===== src/rtl/data_mem_ctrl_pkg.sv =====
// Shared types and constants for the data memory controller.
package data_mem_ctrl_pkg;

   // Access FSM states
   typedef enum logic [1:0] {
      IDLE   = 2'd0,
      REQ    = 2'd1,
      WAIT_R = 2'd2
   } state_e;

   // funct3 access size/sign encodings
   localparam logic [2:0] F3_B  = 3'b000;
   localparam logic [2:0] F3_H  = 3'b001;
   localparam logic [2:0] F3_W  = 3'b010;
   localparam logic [2:0] F3_BU = 3'b100;
   localparam logic [2:0] F3_HU = 3'b101;

   // Cycles an access may spend on the bus before it is aborted
   localparam int TIMEOUT_CYCLES_DEF = 255;

   // A halfword must sit on an even address, a word on a multiple of four
   function automatic logic is_misaligned(input logic [2:0] funct3, input logic [1:0] offset);
      logic mis;
      mis = 1'b0;
      if (funct3[1:0] == F3_H[1:0]) mis = offset[0];
      else if (funct3[1:0] == F3_W[1:0]) mis = (offset != 2'b00);
      return mis;
   endfunction

endpackage


===== src/rtl/load_formatter.sv =====
// Extracts the addressed byte/halfword from a bus word and extends it.
module load_formatter
   import data_mem_ctrl_pkg::*;
(
   input  logic [31:0] rdata_in,
   input  logic [1:0]  offset_in,
   input  logic [2:0]  funct3_in,
   output logic [31:0] data_out
);

   logic [31:0] w_shifted;

   // Move the addressed lane down to bit 0, then sign- or zero-extend
   always_comb begin
      w_shifted = rdata_in >> {offset_in, 3'b000};
      case (funct3_in)
         F3_B:    data_out = {{24{w_shifted[7]}}, w_shifted[7:0]};
         F3_BU:   data_out = {24'h0, w_shifted[7:0]};
         F3_H:    data_out = {{16{w_shifted[15]}}, w_shifted[15:0]};
         F3_HU:   data_out = {16'h0, w_shifted[15:0]};
         default: data_out = w_shifted;
      endcase
   end

endmodule


===== src/rtl/data_mem_ctrl.sv =====
// Data memory controller: turns pipeline load/store requests into
// single-beat bus transactions with alignment checks and a timeout.
module data_mem_ctrl
   import data_mem_ctrl_pkg::*;
#(
   parameter int TIMEOUT_CYCLES = TIMEOUT_CYCLES_DEF
) (
   input  logic        clk_in,
   input  logic        rst_n_in,
   input  logic        wr_req_in,
   input  logic        rd_req_in,
   input  logic [31:0] addr_in,
   input  logic [31:0] wdata_in,
   input  logic [3:0]  wmask_in,
   input  logic [2:0]  funct3_in,
   output logic        stall_out,
   output logic [31:0] rdata_out,
   output logic        rdata_valid_out,
   output logic        misalign_out,
   output logic        err_out,
   output logic        bus_req_out,
   output logic        bus_we_out,
   output logic [31:0] bus_addr_out,
   output logic [31:0] bus_wdata_out,
   output logic [3:0]  bus_be_out,
   input  logic        bus_gnt_in,
   input  logic        bus_rvalid_in,
   input  logic [31:0] bus_rdata_in
);

   localparam int CNT_W = (TIMEOUT_CYCLES < 2) ? 1 : $clog2(TIMEOUT_CYCLES + 1);

   state_e            r_state;
   state_e            w_next_state;
   logic [31:0]       r_addr;
   logic [31:0]       r_wdata;
   logic [3:0]        r_be;
   logic [2:0]        r_funct3;
   logic              r_we;
   logic [CNT_W-1:0]  r_cnt;

   logic              w_req_any;
   logic              w_misaligned;
   logic              w_accept;
   logic              w_timeout;
   logic [31:0]       w_fmt_data;

   assign w_req_any    = wr_req_in | rd_req_in;
   assign w_misaligned = is_misaligned(funct3_in, addr_in[1:0]);
   assign w_accept     = (r_state == IDLE) & w_req_any & ~w_misaligned;
   assign w_timeout    = (r_state != IDLE) & (r_cnt == CNT_W'(TIMEOUT_CYCLES));

   // State register; reset returns to IDLE even in the middle of an access
   always_ff @(posedge clk_in or negedge rst_n_in) begin
      // NOTE: sequential state uses non-blocking assignments so every flop
      // samples pre-edge values regardless of block ordering.
      if (!rst_n_in) r_state <= IDLE;
      else           r_state <= w_next_state;
   end

   // Next-state and per-cycle control outputs
   always_comb begin
      // NOTE: every output gets a default first so no path leaves a
      // signal unassigned and infers a latch.
      w_next_state    = r_state;
      stall_out       = 1'b0;
      bus_req_out     = 1'b0;
      bus_we_out      = 1'b0;
      rdata_valid_out = 1'b0;
      misalign_out    = 1'b0;
      err_out         = 1'b0;
      case (r_state)
         IDLE: begin
            if (w_req_any) begin
               if (w_misaligned) begin
                  misalign_out = 1'b1;
               end else begin
                  stall_out    = 1'b1;
                  w_next_state = REQ;
               end
            end
         end
         REQ: begin
            if (w_timeout) begin
               err_out      = 1'b1;
               w_next_state = IDLE;
            end else begin
               bus_req_out = 1'b1;
               bus_we_out  = r_we;
               if (bus_gnt_in && r_we) begin
                  w_next_state = IDLE;
               end else begin
                  stall_out = 1'b1;
                  if (bus_gnt_in) w_next_state = WAIT_R;
               end
            end
         end
         WAIT_R: begin
            if (w_timeout) begin
               err_out      = 1'b1;
               w_next_state = IDLE;
            end else if (bus_rvalid_in) begin
               rdata_valid_out = 1'b1;
               w_next_state    = IDLE;
            end else begin
               stall_out = 1'b1;
            end
         end
         default: w_next_state = IDLE;
      endcase
   end

   // Capture the accepted request with store data and mask already lane-steered
   always_ff @(posedge clk_in or negedge rst_n_in) begin
      if (!rst_n_in) begin
         r_addr   <= '0;
         r_wdata  <= '0;
         r_be     <= '0;
         r_funct3 <= '0;
         r_we     <= 1'b0;
      end else if (w_accept) begin
         r_addr   <= addr_in;
         r_wdata  <= wdata_in << {addr_in[1:0], 3'b000};
         r_be     <= wmask_in << addr_in[1:0];
         r_funct3 <= funct3_in;
         r_we     <= wr_req_in;
      end
   end

   // Count cycles spent on the bus; cleared whenever IDLE is next
   always_ff @(posedge clk_in or negedge rst_n_in) begin
      if (!rst_n_in)                  r_cnt <= '0;
      else if (w_next_state == IDLE)  r_cnt <= '0;
      else if (r_state != IDLE)       r_cnt <= r_cnt + CNT_W'(1);
   end

   assign bus_addr_out  = {r_addr[31:2], 2'b00};
   assign bus_wdata_out = r_wdata;
   assign bus_be_out    = r_be;

   load_formatter u_load_formatter (
      .rdata_in  (bus_rdata_in),
      .offset_in (r_addr[1:0]),
      .funct3_in (r_funct3),
      .data_out  (w_fmt_data)
   );

   assign rdata_out = rdata_valid_out ? w_fmt_data : 32'h0;

endmodule


===== config.mk =====
export PLATFORM = sky130hd
export DESIGN_NAME = data_mem_ctrl
export DESIGN_NICKNAME = d
export VERILOG_FILES = /design/src/rtl/data_mem_ctrl_pkg.sv /design/src/rtl/load_formatter.sv /design/src/rtl/data_mem_ctrl.sv
export SDC_FILE = /design/constraint.sdc
export NUM_CORES = 1
export LEC_CHECK = 0
export CELL_PAD_IN_SITES_DETAIL_PLACEMENT = 1
export CELL_PAD_IN_SITES_GLOBAL_PLACEMENT = 1
export CORE_MARGIN = 4
export CORE_UTILIZATION = 28
export DETAILED_ROUTE_END_ITERATION = 6
export PLACE_DENSITY = 0.79
export RECOVER_POWER = 50
export SYNTH_ARGS = -nofsm -noshare
export SYNTH_HDL_FRONTEND = slang
export SYNTH_SLANG_ARGS = --single-unit

===== constraint.sdc =====
create_clock -name clk_in -period 1.7 [get_ports clk_in]
set_input_delay 0.17 -clock clk_in [delete_from_list [all_inputs] [get_ports clk_in]]
set_output_delay 0.17 -clock clk_in [all_outputs]
set_load 0.03 [all_outputs]

# Yosys cells after proc, flatten, opt, wreduce, memory -nomap -nowiden
# Index checks and enable logic that the tools add are counted.
# W data, S select, Z words.
[word_totals]
out_inout_bits = 106
regBits = 82
wordCells = 65
[op_classes]
mux = 33
eq_ne = 8
bitwise = 5
n_addsub = 1
shift = 3
n_reduce_logical = 8
[ops]
columns = ["operator", "count"]
rows = [
  ["$pmux W32 S4", 1],
  ["$mux W32", 1],
  ["$shl A32 B5 Y32", 1],
  ["$shr A32 B5 Y32", 1],
  ["$mux W1", 20],
  ["$mux W8", 2],
  ["$mux W2", 7],
  ["$add A8 B1 Y8 const B", 1],
  ["$eq A8 B8 Y1 const B", 1],
  ["$eq A3 B3 Y1 const B", 2],
  ["$pmux W2 S3", 1],
  ["$reduce_bool A2 Y1", 3],
  ["$eq A2 B1 Y1 const B", 2],
  ["$eq A2 B2 Y1 const B", 2],
  ["$logic_not A2 Y1", 2],
  ["$shl A4 B2 Y4", 1],
  ["$and A1 B1 Y1", 3],
  ["$eq A3 B1 Y1 const B", 1],
  ["$logic_not A3 Y1", 1],
  ["$pmux W1 S3", 1],
  ["$reduce_or A2 Y1", 1],
  ["$logic_and A1 B1 Y1", 1],
  ["$not A1 Y1", 1],
  ["$or A1 B1 Y1", 1],
]

# Logic depth before layout (Yosys ltp)
[depth]
word_depth = 8
mapped_depth = 9
mapped_depth_nobuf = 7

# Cells and area by module
# From an unflattened synthesis, not the netlist that was laid out.
[unflattened]
hier_cells = 516
hier_area_um2 = 5121.2
[by_module_without_submodules]
columns = ["mod", "seq_area_each_um2", "n_inst", "area_per_inst_um2", "cells_each"]
rows = [
  ["data_mem_ctrl", 2052.0, 1, 4426.7, 409],
  ["load_formatter", 0.0, 1, 694.4, 107],
]

# Least setup slack after synthesis
# Ideal clock, no wire load.
[synth_path]
path_kind = "register to output"
start = "register r_state[1]"
end = "output rdata_out[3]"
stages_incl_launch_ff = 10
path_buffers = 2
required_time_ns = 1.530
path_slack_ns = -0.661
arrival_time_ns = 2.191
cell_sequence = "dfrtp_1 > inv_1 > ha_1 > buf_4 > nand4b_1 > inv_1 > nand2_2 > nand3_2 > buf_2 > a211oi_1"
[synth_via]
elab_chain_len = 5
elab_cells_between_ends = 6
cone_classes = "1 x eq/ne; 3 x mux; 1 x bitwise; 1 x reduce/logical"
[synth_rtl]
columns = ["element", "line", "text"]
rows = [
  ["from (decl)", "data_mem_ctrl.sv:33", "state_e r_state;"],
  ["from (signal assigned)", "data_mem_ctrl.sv:58", "else r_state <= w_next_state;"],
  ["$reduce_bool A2 Y1", "data_mem_ctrl.sv:51", "assign w_timeout = (r_state != IDLE) & (r_cnt == CNT_W'(TIMEOUT_CYCLES));"],
  ["$and A1 B1 Y1", "data_mem_ctrl.sv:51", ""],
  ["$mux W1", "data_mem_ctrl.sv:99", "if (w_timeout) begin"],
  ["$mux W1 *", "data_mem_ctrl.sv:72", "case (r_state)"],
  ["$mux W32 *", "data_mem_ctrl.sv:148", "assign rdata_out = rdata_valid_out ? w_fmt_data : 32'h0;"],
  ["to (decl)", "data_mem_ctrl.sv:17", "output logic [31:0] rdata_out,"],
]
# Mark *: on every way between the ends. The rest lies on a longest branch, timed or not.

# Worst setup path after layout
[layout_path]
start = "register r_addr[0]"
end = "output rdata_out[12]"
[layout_via]
elab_chain_len = 3
[layout_rtl]
columns = ["element", "line", "text"]
rows = [
  ["from (decl)", "data_mem_ctrl.sv:35", "logic [31:0] r_addr;"],
  ["from (signal assigned)", "data_mem_ctrl.sv:122", "r_addr <= addr_in;"],
  ["$shr A32 B5 Y32", "load_formatter.sv:15", "w_shifted = rdata_in >> {offset_in, 3'b000};"],
  ["$pmux W32 S4", "load_formatter.sv:16", "case (funct3_in)"],
  ["$mux W32", "data_mem_ctrl.sv:148", ""],
]
# Every way passes these cells.

==> results <==
## where the power goes
| part | switching, mW | total, mW | leakage [nW] | internal [mW] |
|---|---|---|---|---|
| combinational | 4.57 | 8.28 | 2.30 | 3.71 |
| clock | 0.819 | 1.97 | 0.144 | 1.15 |
| sequential | 0.548 | 3.33 | 1.01 | 2.79 |
| total | 5.94 | 13.6 | 3.45 | 7.65 |
## sequential cells by signal (all words and copies together), names as in the netlist
register	cells
r_state	2
r_cnt	8
bus_be_out	4
r_we	1
r_addr	32
bus_wdata_out	32
r_funct3	3
## kinds of logic after synthesis
kind of cell               after synthesis
buffers and inverters                   73
xor gates and xnor gates                 7
and+or+nand+nor                        141
muxes                                   88
adders and majority gates                5
AOI/OAI and AO/OA                      108
other                                    1
DFF                                     82
## stage by stage
step / hold WS (ps) / area, um2
floorplan: -126 / 5160
global placement: 1.83 / 7570
detailed placement: 4.23 / 7570
CTS: 158 / 8210
global route: 158 / 8370
finish: 155 / 8370
## cells in the mapped netlist, types with 2 or more instances
master	instances
sky130_fd_sc_hd__xor2_1	5
sky130_fd_sc_hd__inv_1	7
sky130_fd_sc_hd__o21ai_0	30
sky130_fd_sc_hd__nand2b_1	3
sky130_fd_sc_hd__mux2_2	48
sky130_fd_sc_hd__nor2b_1	17
sky130_fd_sc_hd__nand2_1	71
sky130_fd_sc_hd__nand3_1	3
sky130_fd_sc_hd__mux2_1	4
sky130_fd_sc_hd__buf_2	14
sky130_fd_sc_hd__a21oi_2	18
sky130_fd_sc_hd__dfrtp_1	82
sky130_fd_sc_hd__xnor2_1	2
sky130_fd_sc_hd__o31ai_1	9
sky130_fd_sc_hd__a21oi_1	27
sky130_fd_sc_hd__ha_1	5
sky130_fd_sc_hd__buf_6	2
sky130_fd_sc_hd__nand2_2	2
sky130_fd_sc_hd__and3_1	5
sky130_fd_sc_hd__buf_4	39
sky130_fd_sc_hd__nor2_1	28
sky130_fd_sc_hd__nand4b_1	3
sky130_fd_sc_hd__clkbuf_1	5
sky130_fd_sc_hd__a211oi_1	16
sky130_fd_sc_hd__mux2i_1	35
sky130_fd_sc_hd__buf_1	5
## layout by cell type, fill, tap and decap left out, types with 3 or more instances in the layout
cell,instances
sky130_fd_sc_hd__a21oi_2,7
sky130_fd_sc_hd__o31ai_1,7
sky130_fd_sc_hd__a211oi_1,9
sky130_fd_sc_hd__dfrtp_1,80
sky130_fd_sc_hd__a21oi_1,19
sky130_fd_sc_hd__mux2i_1,34
sky130_fd_sc_hd__buf_4,43
sky130_fd_sc_hd__nor2_1,27
sky130_fd_sc_hd__mux2_2,48
sky130_fd_sc_hd__nand2b_1,3
sky130_fd_sc_hd__dlygate4sd3_1,14
sky130_fd_sc_hd__clkinvlp_4,3
sky130_fd_sc_hd__inv_2,3
sky130_fd_sc_hd__nand4b_1,3
sky130_fd_sc_hd__buf_6,46
sky130_fd_sc_hd__o21ai_0,26
sky130_fd_sc_hd__clkdlybuf4s50_1,157
sky130_fd_sc_hd__clkbuf_16,10
sky130_fd_sc_hd__mux2_1,4
sky130_fd_sc_hd__o21ai_2,3
sky130_fd_sc_hd__nand2_1,72
sky130_fd_sc_hd__nand3_1,3
sky130_fd_sc_hd__and3_4,3
sky130_fd_sc_hd__a211oi_4,6
sky130_fd_sc_hd__xor2_1,5
sky130_fd_sc_hd__buf_12,11
sky130_fd_sc_hd__nor2b_1,16
sky130_fd_sc_hd__a21oi_4,19
## critical path, delay by kind of cell, from the launching register on
| family | cells | cell delay [ps] |
|---|---|---|
| flops | 1 | 460 |
| simple gates | 2 | 510 |
| compound gates | 2 | 230 |
| buf+inv | 2 | 300 |
| mux | 1 | 190 |
## repair_timing
action                                 CTS  global route
resized for setup                       70            31
pin swaps                               22             4
cloned                                   1             1
endpoints found under the hold margin   82             0
setup endpoints to repair               46            50
hold buffers                             1             0
buffers inserted                         9             6
## worst max path at each step
stage | startpoint | endpoint | cells past startpoint
detailed placement | bus_rdata_in[31] | rdata_out[15] | 8
floorplan | r_state[1] | rdata_out[3] | 9
global route | r_addr[0] | rdata_out[19] | 7
global placement | bus_rdata_in[23] | rdata_out[15] | 8
finish | r_addr[0] | rdata_out[12] | 7
CTS | r_addr[0] | rdata_out[13] | 7
## final cells by class
cell class                      count  area [um2]  share of cell area, %
Tap cell                          225         282                   3.36
Clock inverter                      7        78.8                  0.942
Inverter                            7        32.5                  0.389
Timing Repair Buffer              279        2860                   34.2
Multi-Input combinational cell    351        2840                   33.9
Clock buffer                        9         225                   2.69
Sequential cell                    82        2050                   24.5
## routing by layer
metal,vias to the layer above,wire [um]
li1,2158,-
met1,2314,7210
met2,194,9710
met3,41,1400
met4,0,589
met5,-,0
==> flow_summary.toml <==
[place]
gp_congestion = 0.928
placed_cells = 930
worst_setup_slack_after_placement_ps = -349
portBuffers = 212
place_hpwl_um = 14300

[worst_setup_path]
worst-endpoint-arrival_ps = 2030
cpPeakStageDelay_ps = 460
crit_chain = "mux2i_2 > nand2_1 > o21ai_2 > or3_4 > buf_4 > a21oi_4 > buf_12"
cp_max_fo = 4
critical_path.startpoint_type = "flop"
terminus_of_the_critical_flop_to_flop_path = "r_cnt[0]"
timing_worst_setup_path_type = "reg -> out"
timing.reg2reg.setup_slack_ps = -160
worst_r2r_path_depth = 11
cp-end-kind = "output pin"
cpMaxStageDelayCell = "sky130_fd_sc_hd__dfrtp_2"
worst-endpoint-required_ps = 1530
worst_r2r_start = "r_state[0]"

[logic_synthesis]
synth-xor-area-share_pct = 1.24
yosysTopAreaCell = "sky130_fd_sc_hd__dfrtp_1"
synth_top_cells_by_area = "sky130_fd_sc_hd__dfrtp_1 (41%), sky130_fd_sc_hd__mux2_2 (11%), sky130_fd_sc_hd__mux2i_1 (7.1%)"
synth_cells = 505
synth_compound_area_share_pct = 14.4
postSynth.topFlopCell = "sky130_fd_sc_hd__dfrtp_1"
synth_edf_count = 0
synth_top_family_by_area = "multiplexers"
synth-adder-area-share_pct = 1.26
yosys_warnings = 0
synthMuxAreaShare_pct = 19.2
postSynthAreaPerCell_um2 = 9.80
async_flop_share_pct = 100
sequential_share_of_the_synthesized_area_pct = 41.5
synth_cell_type_count = 46
netlist.area_leader.share_pct = 41.5
post_synthesis_instance_area_mm2 = 0.00495
synth_simple_gate_area_share_pct = 13.2
count_of_state_elements_after_synthesis = 82

[clock_tree]
cts-htree-levels = 3
worstSkewPairLatency_ps = 340
cts-buffers-inserted = 9
cts_tree = "done"
cts-root-to-sink-buffers = 2
cts.clk_slew.worst_paths_ps = 70
cts.sinks = 82
clock_tree.root_cell = "sky130_fd_sc_hd__clkbuf_16"

[global_routing]
grt-busiest-layer = "met2"
number_of_antenna_violations_at_the_first_check_in_global_routing = 0
grtUsageMet2_pct = 33.3
global_route.usage.total_pct = 18.4
via_count_of_the_first_global_routing_pass = 5210
use_met3_pct = 5.60
grt_start_max_net_pins = 52
wire_length_of_the_first_global_routing_pass_um = 28700
globalRouteOverflowTotal = 0
use_met1_pct = 20.6

[floorplanning]
initial_utilization_pct = 28.6
die_height_um = 141
io-pin-count = 215
die_width_um = 141
placement_rows = 48
core-area_mm2 = 0.0173
floorplan.die_area_mm2 = 0.0199

[power]
finalPower_mw = 13.6
pwr_density_mw_per_mm2 = 1620
p_leak_nw = 3.45
power.ir.vdd_worst_mv = 0.781

[route]
initialDrtViolationCount = 109
post_route_ant_nets = 0
wl_per_cell_um = 19.7
vias = 4707
postRouteWirelength_um = 18900
via_to_cell_ratio = 4.90
route.detailed.drc = 0
drt_pre_antenna_iters = 4

[run_status]
failed_checks = "negative setup slack"
outcome = "finished with violations"

[sta]
timing.slew.headroom_pct = 52.1
finalWorstPathRequiredPeriod_ps = 2200
report.final.slew_viol_count = 0
layout_setup_ws_ps = -499
timing.final.crit_share_pct = 129
hold_viol_final = 0
finClkSkew_ps = 7.85
tns_ps = -23910
setup_viol_count_final = 115
fmax_mhz = 455
rsz_0062_raised_after_global_routing = "true"
worst_pin_slew_ps = 718

[layout]
final_cells = 960
final.fill_count = 1868
final_layout_size_suffix_gt1_share_pct = 32.7
layout-area-overhead-vs-synth_pct = 69.2
antenna_cells = 0
layout.nets = 844
final_core_util_pct = 48.4

[flow_run]
cap_violations = 0

[min_path]
worst_hold_path.endpoint = "r_addr[0]"
worst_hold_startpoint = "addr_in[0]"
min_path_type = "in -> reg"
hold_depth = 2
No activity file was read; power rests on OpenSTA's default activity.
